[src/rtl/ddr_pkg.sv]
// ddr_pkg: shared types and defaults for the DDR4 refresh timer.
// Refresh state encoding, default timing constants and the debt width.
package ddr_pkg;

  typedef enum logic [1:0] {
    IDLE  = 2'd0,
    COUNT = 2'd1,
    REQ   = 2'd2,
    RFC   = 2'd3
  } ref_state_e;

  localparam int DEF_T_REFI       = 6240;
  localparam int DEF_T_RFC        = 280;
  localparam int DEF_MAX_POSTPONE = 8;

  // Debt is a 5-bit signed value covering -8..+8.
  localparam int DEBT_W = 5;

  // Counter width for a modulus, never narrower than one bit.
  function automatic int cnt_width(input int modulus);
    return (modulus > 1) ? $clog2(modulus) : 1;
  endfunction

endpackage

[src/rtl/ref_interval_cnt.sv]
// ref_interval_cnt: modulo-MOD up counter with clear, load and a terminal-count pulse.
// Clear has priority over load, load over count. o_tc is high in the enabled
// cycle whose edge wraps the count from MOD-1 back to 0.
module ref_interval_cnt
  import ddr_pkg::*;
#(
  parameter int MOD = 16,
  localparam int W = cnt_width(MOD)
) (
  input  logic         i_clk,
  input  logic         i_rst,
  input  logic         i_clr,
  input  logic         i_load,
  input  logic [W-1:0] i_load_val,
  input  logic         i_en,
  output logic [W-1:0] o_cnt,
  output logic         o_tc
);

  localparam logic [W-1:0] LAST = W'(MOD - 1);

  logic [W-1:0] r_cnt;

  // Count register: clear, then load, then wrap-around increment.
  always_ff @(posedge i_clk or posedge i_rst) begin
    if (i_rst) begin
      r_cnt <= '0;
    end else if (i_clr) begin
      r_cnt <= '0;
    end else if (i_load) begin
      r_cnt <= i_load_val;
    end else if (i_en) begin
      r_cnt <= (r_cnt == LAST) ? '0 : r_cnt + 1'b1;
    end
  end

  assign o_cnt = r_cnt;
  assign o_tc  = i_en && (r_cnt == LAST);

endmodule

[src/rtl/ctrl_ref_timer.sv]
// ctrl_ref_timer: DDR4 refresh interval timer with signed refresh-debt tracking.
// Raises ref_req when refreshes are owed, blocks for tRFC after each grant and
// flags ref_err when an interval elapses with the debt already saturated.
// Optional pull-in of refreshes on an idle bus is enabled by the macro
// CTRL_REF_PULLIN_EN; without it bus_idle is ignored and debt stays >= 0.
module ctrl_ref_timer
  import ddr_pkg::*;
#(
  parameter int T_REFI       = DEF_T_REFI,
  parameter int T_RFC        = DEF_T_RFC,
  parameter int MAX_POSTPONE = DEF_MAX_POSTPONE
) (
  input  logic              CK_t,
  input  logic              reset,
  input  logic              init_done,
  input  logic              ref_ack,
  input  logic              bus_idle,
  output logic              ref_req,
  output logic              ref_urgent,
  output logic              ref_busy,
  output logic [DEBT_W-1:0] ref_debt,
  output logic              ref_err
);

  localparam int REFI_W = cnt_width(T_REFI);
  localparam int RFC_W  = cnt_width(T_RFC);
  // Two guard bits so debt +/- 1 never overflows before saturation.
  localparam int SUM_W  = DEBT_W + 2;

  localparam logic signed [SUM_W-1:0] SUM_HI = SUM_W'(MAX_POSTPONE);
`ifdef CTRL_REF_PULLIN_EN
  localparam logic signed [SUM_W-1:0] SUM_LO = -SUM_HI;
`else
  localparam logic signed [SUM_W-1:0] SUM_LO = '0;
`endif
  localparam logic signed [DEBT_W-1:0] DEBT_MAX  = SUM_HI[DEBT_W-1:0];
  localparam logic signed [DEBT_W-1:0] DEBT_ZERO = '0;

  ref_state_e              r_state;
  logic signed [DEBT_W-1:0] r_debt;
  logic                    r_req;
  logic                    r_busy;
  logic                    r_err;

  logic                    w_run;
  logic                    w_cnt_clr;
  logic                    w_tick;
  logic                    w_grant;
  logic                    w_rfc_done;
  logic                    w_go_req;
  logic signed [SUM_W-1:0] w_sum;
  logic [REFI_W-1:0]       w_refi_cnt;
  logic [RFC_W-1:0]        w_rfc_cnt;
  logic                    w_unused;

  // Clamp the widened debt sum into the legal debt range.
  function automatic logic signed [DEBT_W-1:0] sat_debt(input logic signed [SUM_W-1:0] v);
    if (v > SUM_HI) begin
      return SUM_HI[DEBT_W-1:0];
    end else if (v < SUM_LO) begin
      return SUM_LO[DEBT_W-1:0];
    end else begin
      return v[DEBT_W-1:0];
    end
  endfunction

  // Counters only advance once init is complete and we have left IDLE.
  assign w_run     = init_done && (r_state != IDLE);
  assign w_cnt_clr = !w_run;
  assign w_grant   = r_req && ref_ack;

  // Net debt change this cycle: +1 per interval tick, -1 per granted refresh.
  assign w_sum = {{(SUM_W-DEBT_W){r_debt[DEBT_W-1]}}, r_debt}
               + {{(SUM_W-1){1'b0}}, w_tick}
               - {{(SUM_W-1){1'b0}}, w_grant};

`ifdef CTRL_REF_PULLIN_EN
  // Owed refreshes always request; an idle bus may also pull one in early.
  assign w_go_req = (r_debt > DEBT_ZERO)
                 || ((r_debt > SUM_LO[DEBT_W-1:0]) && bus_idle);
  assign w_unused = ^{w_refi_cnt, w_rfc_cnt};
`else
  assign w_go_req = (r_debt > DEBT_ZERO);
  assign w_unused = ^{w_refi_cnt, w_rfc_cnt, bus_idle};
`endif

  ref_interval_cnt #(.MOD(T_REFI)) u_refi_cnt (
    .i_clk      (CK_t),
    .i_rst      (reset),
    .i_clr      (w_cnt_clr),
    .i_load     (1'b0),
    .i_load_val ({REFI_W{1'b0}}),
    .i_en       (w_run),
    .o_cnt      (w_refi_cnt),
    .o_tc       (w_tick)
  );

  // The tRFC window restarts from zero on the grant edge.
  ref_interval_cnt #(.MOD(T_RFC)) u_rfc_cnt (
    .i_clk      (CK_t),
    .i_rst      (reset),
    .i_clr      (w_cnt_clr),
    .i_load     (w_grant),
    .i_load_val ({RFC_W{1'b0}}),
    .i_en       (w_run && (r_state == RFC)),
    .o_cnt      (w_rfc_cnt),
    .o_tc       (w_rfc_done)
  );

  // Refresh sequencing FSM with registered request and busy outputs.
  always_ff @(posedge CK_t or posedge reset) begin
    if (reset) begin
      r_state <= IDLE;
      r_req   <= 1'b0;
      r_busy  <= 1'b0;
    end else if (!init_done) begin
      r_state <= IDLE;
      r_req   <= 1'b0;
      r_busy  <= 1'b0;
    end else begin
      case (r_state)
        IDLE: begin
          r_state <= COUNT;
        end
        COUNT: begin
          if (w_go_req) begin
            r_state <= REQ;
            r_req   <= 1'b1;
          end
        end
        REQ: begin
          if (ref_ack) begin
            r_state <= RFC;
            r_req   <= 1'b0;
            r_busy  <= 1'b1;
          end
        end
        RFC: begin
          if (w_rfc_done) begin
            r_state <= COUNT;
            r_busy  <= 1'b0;
          end
        end
        default: begin
          r_state <= IDLE;
          r_req   <= 1'b0;
          r_busy  <= 1'b0;
        end
      endcase
    end
  end

  // Debt account and sticky overflow flag; the flag survives init_done dropping.
  always_ff @(posedge CK_t or posedge reset) begin
    if (reset) begin
      r_debt <= '0;
      r_err  <= 1'b0;
    end else begin
      if (w_tick && (r_debt == DEBT_MAX)) begin
        r_err <= 1'b1;
      end
      if (!init_done) begin
        r_debt <= '0;
      end else begin
        r_debt <= sat_debt(w_sum);
      end
    end
  end

  assign ref_req    = r_req;
  assign ref_busy   = r_busy;
  assign ref_err    = r_err;
  assign ref_debt   = r_debt;
  assign ref_urgent = (r_debt == DEBT_MAX);

endmodule

[config.mk]
export PLATFORM = sky130hd
export DESIGN_NAME = ctrl_ref_timer
export DESIGN_NICKNAME = d
export VERILOG_FILES = /design/src/rtl/ddr_pkg.sv /design/src/rtl/ref_interval_cnt.sv /design/src/rtl/ctrl_ref_timer.sv
export SDC_FILE = /design/constraint.sdc
export NUM_CORES = 1
export LEC_CHECK = 0
export CORE_UTILIZATION = 46
export DETAILED_ROUTE_END_ITERATION = 6
export GPL_TIMING_DRIVEN = 0
export PLACE_DENSITY = 0.74
export SLEW_MARGIN = 10
export SYNTH_ARGS = -nofsm -noshare
export SYNTH_HDL_FRONTEND = slang
export SYNTH_HIERARCHICAL = 1
export SYNTH_SLANG_ARGS = --single-unit
export TNS_END_PERCENT = 20
[constraint.sdc]
create_clock -name CK_t -period 4.15 [get_ports CK_t]
set_clock_uncertainty 0.15 [all_clocks]
set_input_delay 0.415 -clock CK_t [delete_from_list [all_inputs] [get_ports CK_t]]
set_output_delay 0.415 -clock CK_t [all_outputs]
set_load 0.03 [all_outputs]
==> results.sh <==
export IMPL_outcome="finished, final reports clean"
export IMPL_use_met3=0.04167
export IMPL_netlist_area_leader_share=0.3524
export IMPL_yosysSeqAreaShare=0.3524
export IMPL_final_layout_size_suffix_gt1_frac=0.09967
export IMPL_slowest_stage="fa_1"
export IMPL_fp_dieH_um=72.28
export IMPL_groute_usage_overall=0.2094
export IMPL_p_per_area_nw_per_um2=395.8
export IMPL_avgSynthCellArea_um2=8.981
export IMPL_fmax_mhz=257.5
export IMPL_synth_edf_count=0
export IMPL_reg2reg_to="ref_debt[2]"
export IMPL_final_area_um2=2688
export IMPL_synth_largest_area_cell="dfrtp_1"
export IMPL_worstPathCellList="inv_1 -> ha_1 -> nand2b_2 -> inv_1 -> buf_4 -> inv_1 -> or3_4 -> nor2_2 -> inv_1 -> ha_1 -> inv_1 -> ha_1 -> fa_1 -> a21oi_2 -> and4_1 -> mux2i_1 -> a211oi_1"
export IMPL_rsz0062_at_grt="yes"
export IMPL_cts_sinks=32
export IMPL_ctsRootBufferMaster="clkbuf_8"
export IMPL_slew_headroom=0.5937
export IMPL_worst_skew_pair_late_latency_ns=0.29
export IMPL_via_count=1894
export IMPL_synthArstFlopShare=1.000
export IMPL_grt_met1_usage=0.2752
export IMPL_drt_wl_total_um=4779
export IMPL_cts_buffers=5
export IMPL_clock_path_buffers=2
export IMPL_fin_crit_sh=0.9358
export IMPL_syn_inst=253
export IMPL_setup_ws_ns=0.2665
export IMPL_gp_congestion=0.8667
export IMPL_remaining_drc_errors=0
export IMPL_slew_violations=0
export IMPL_maxCapViolCount=0
export IMPL_grt_pass1_wl_um=8535
export IMPL_htree_levels=2
export IMPL_yosysWarnings=6
export IMPL_r2r_start="r_state[0]"
export IMPL_worst_slew_pin_slew_ns=0.6049
export IMPL_synth_area_um2=2272
export IMPL_yosysUniqueCellTypes=64
export IMPL_place_hpwl_um=3506
export IMPL_path_class="register to register"
export IMPL_antennaDiodeCount=0
export IMPL_finalHoldViolCount=0
export IMPL_critPathCaptureType="register"
export IMPL_worst_ep_required_time_ns=4.20
export IMPL_dp_cells=360
export IMPL_area_delta_synth_final_pct=18.28
export IMPL_r2r_cells=17
export IMPL_crit_top_cell="inv_1"
export IMPL_ant_nets=0
export IMPL_rows=25
export IMPL_antenna_found_initial=0
export IMPL_cts_setup_buffers=0
export IMPL_fin_crit_ns=3.883
export IMPL_drt_iter0_drc=93
export IMPL_core_area_um2=4723
export IMPL_busiest_layer="met2"
export IMPL_power_leakage_nw=1.172
export IMPL_synth_flop_cell="dfrtp_1"
export IMPL_ir_drop_uv=311.3
export IMPL_cts_clk_slew_worst_paths_ns=0.07
export IMPL_cts_resized=0
export IMPL_vias_per_cell=5.147
export IMPL_r2r_setup_slack_ns=0.27
export IMPL_first_pass_iters=4
export IMPL_die_area_um2=5224
export IMPL_setup_viol=0
export IMPL_initial_core_util=0.4811
export IMPL_ios=14
export IMPL_crit_fanout=10
export IMPL_grt_max_degree=14
export IMPL_arrival_ns=3.93
export IMPL_yosysMostFrequentCell="dfrtp_1"
export IMPL_slowest_delay_ns=0.43
export IMPL_final_util=0.5690
export IMPL_grt_use_met2=0.3396
export IMPL_grt_ovfl_total=0
export IMPL_fin_setup_tns_ns=0
export IMPL_nets=320
export IMPL_start_kind="register"
export IMPL_synth_commonest_cells="32 x dfrtp_1, 25 x inv_1, 24 x nand2_1"
export IMPL_cts_tree="built"
export IMPL_dp_slack_ns=-0.2812
export IMPL_post_synth_main_area_contributors="dfrtp_1 35%, ha_1 7.7%, inv_1 4.1%"
export IMPL_ys_ff_latch=32
export IMPL_stdcell_count=368
export IMPL_placed_area_um2=2581
export IMPL_first_global_vias=1902
export IMPL_dieWidth_um=72.28
export IMPL_portBuffers=12
export IMPL_wl_per_cell_um=12.99
export IMPL_hold_class="primary input to async pin"
export IMPL_ctsHoldBuffers=0
==> flip-flops by register name, summed over array words and instances, names as in the netlist <==
name,flops
ref_debt,5
ref_req,1
u_refi_cnt/o_cnt,13
r_state,2
ref_busy,1
ref_err,1
u_rfc_cnt/o_cnt,9
==> kinds of logic (layout without fill, tap and decap cells) <==
kind of cell | Yosys count | after routing | share of synthesized area
AND/OR/NAND/NOR | 96 | 96 | 0.2379
AO/OA/AOI/OAI | 62 | 62 | 0.2004
flip-flops | 32 | 32 | 0.3524
buffers and inverters | 32 | 52 | 0.05892
adder cells (fa/ha/maj) | 15 | 15 | 0.08590
multiplexers | 8 | 8 | 0.03579
XOR/XNOR | 7 | 7 | 0.02698
other | 1 | 29 | 0.001650
==> metal layers <==
| layer | share of wire | up-vias |
|---|---|---|
| met5 | 0 | - |
| met4 | 0.015 | 0 |
| met3 | 0.028 | 5 |
| met2 | 0.47 | 30 |
| met1 | 0.48 | 872 |
| li1 | - | 987 |
==> report_power, final <==
group          internal, mW  leakage (nW)  switching [mW]
combinational         0.167         0.691           0.236
clock                 0.135        0.0455           0.117
sequential            0.357         0.435          0.0518
==> worst max path at each step <==
stage	start	endpoint	slack (ns)	cells after the start
finish	r_state[0]	ref_debt[2]	0.27	17
global route	r_state[0]	ref_debt[2]	-0.04	17
CTS	init_done	ref_debt[2]	0.03	16
detailed placement	init_done	ref_debt[2]	-0.28	16
global placement	init_done	ref_debt[2]	-0.23	16
floorplan	r_state[0]	ref_debt[3]	0.62	17
==> cell usage in the layout (no fill, tap or decap), types with 6 or more instances in the layout <==
cell             Yosys  layout
dfrtp_1             32      32
o21ai_0              7       7
conb_1               1      29
nand2_1             24      24
ha_1                14      14
nor2_1              18      17
clkbuf_8             0       6
inv_1               25      25
mux2i_1              7       7
a21oi_1             16      15
clkdlybuf4s50_1      0      11
nand4_1              6       6
nand3_1              9       9
==> through the flow <==
stage / power, mW / hold slack, ns
floorplan: 0.7029 / 0.09292
global placement: 0.7966 / 0.2914
detailed placement: 0.8090 / 0.2975
CTS: 1.068 / 0.3215
global route: 1.144 / 0.3364
finish: 1.064 / 0.3167
==> critical path: cells and delay by family (launching register included) <==
kind / cells / cell delay, ns
flip-flops: 1 / 0.41
AND/OR/NAND/NOR: 4 / 1.03
adder cells (fa/ha/maj): 4 / 1.07
buffers and inverters: 6 / 0.53
multiplexers: 1 / 0.12
AO/OA/AOI/OAI: 2 / 0.47
==> final cells by class <==
type	instances	area [µm²]
flip-flops and latches	32	800.8
inverters	25	93.84
well taps	67	83.83
clock buffers	8	90.09
multi-input cells	217	1456
fillers	427	2036
repair buffers	12	122.6
plain buffers	7	40.04
Power figures use the tool's default switching activity.
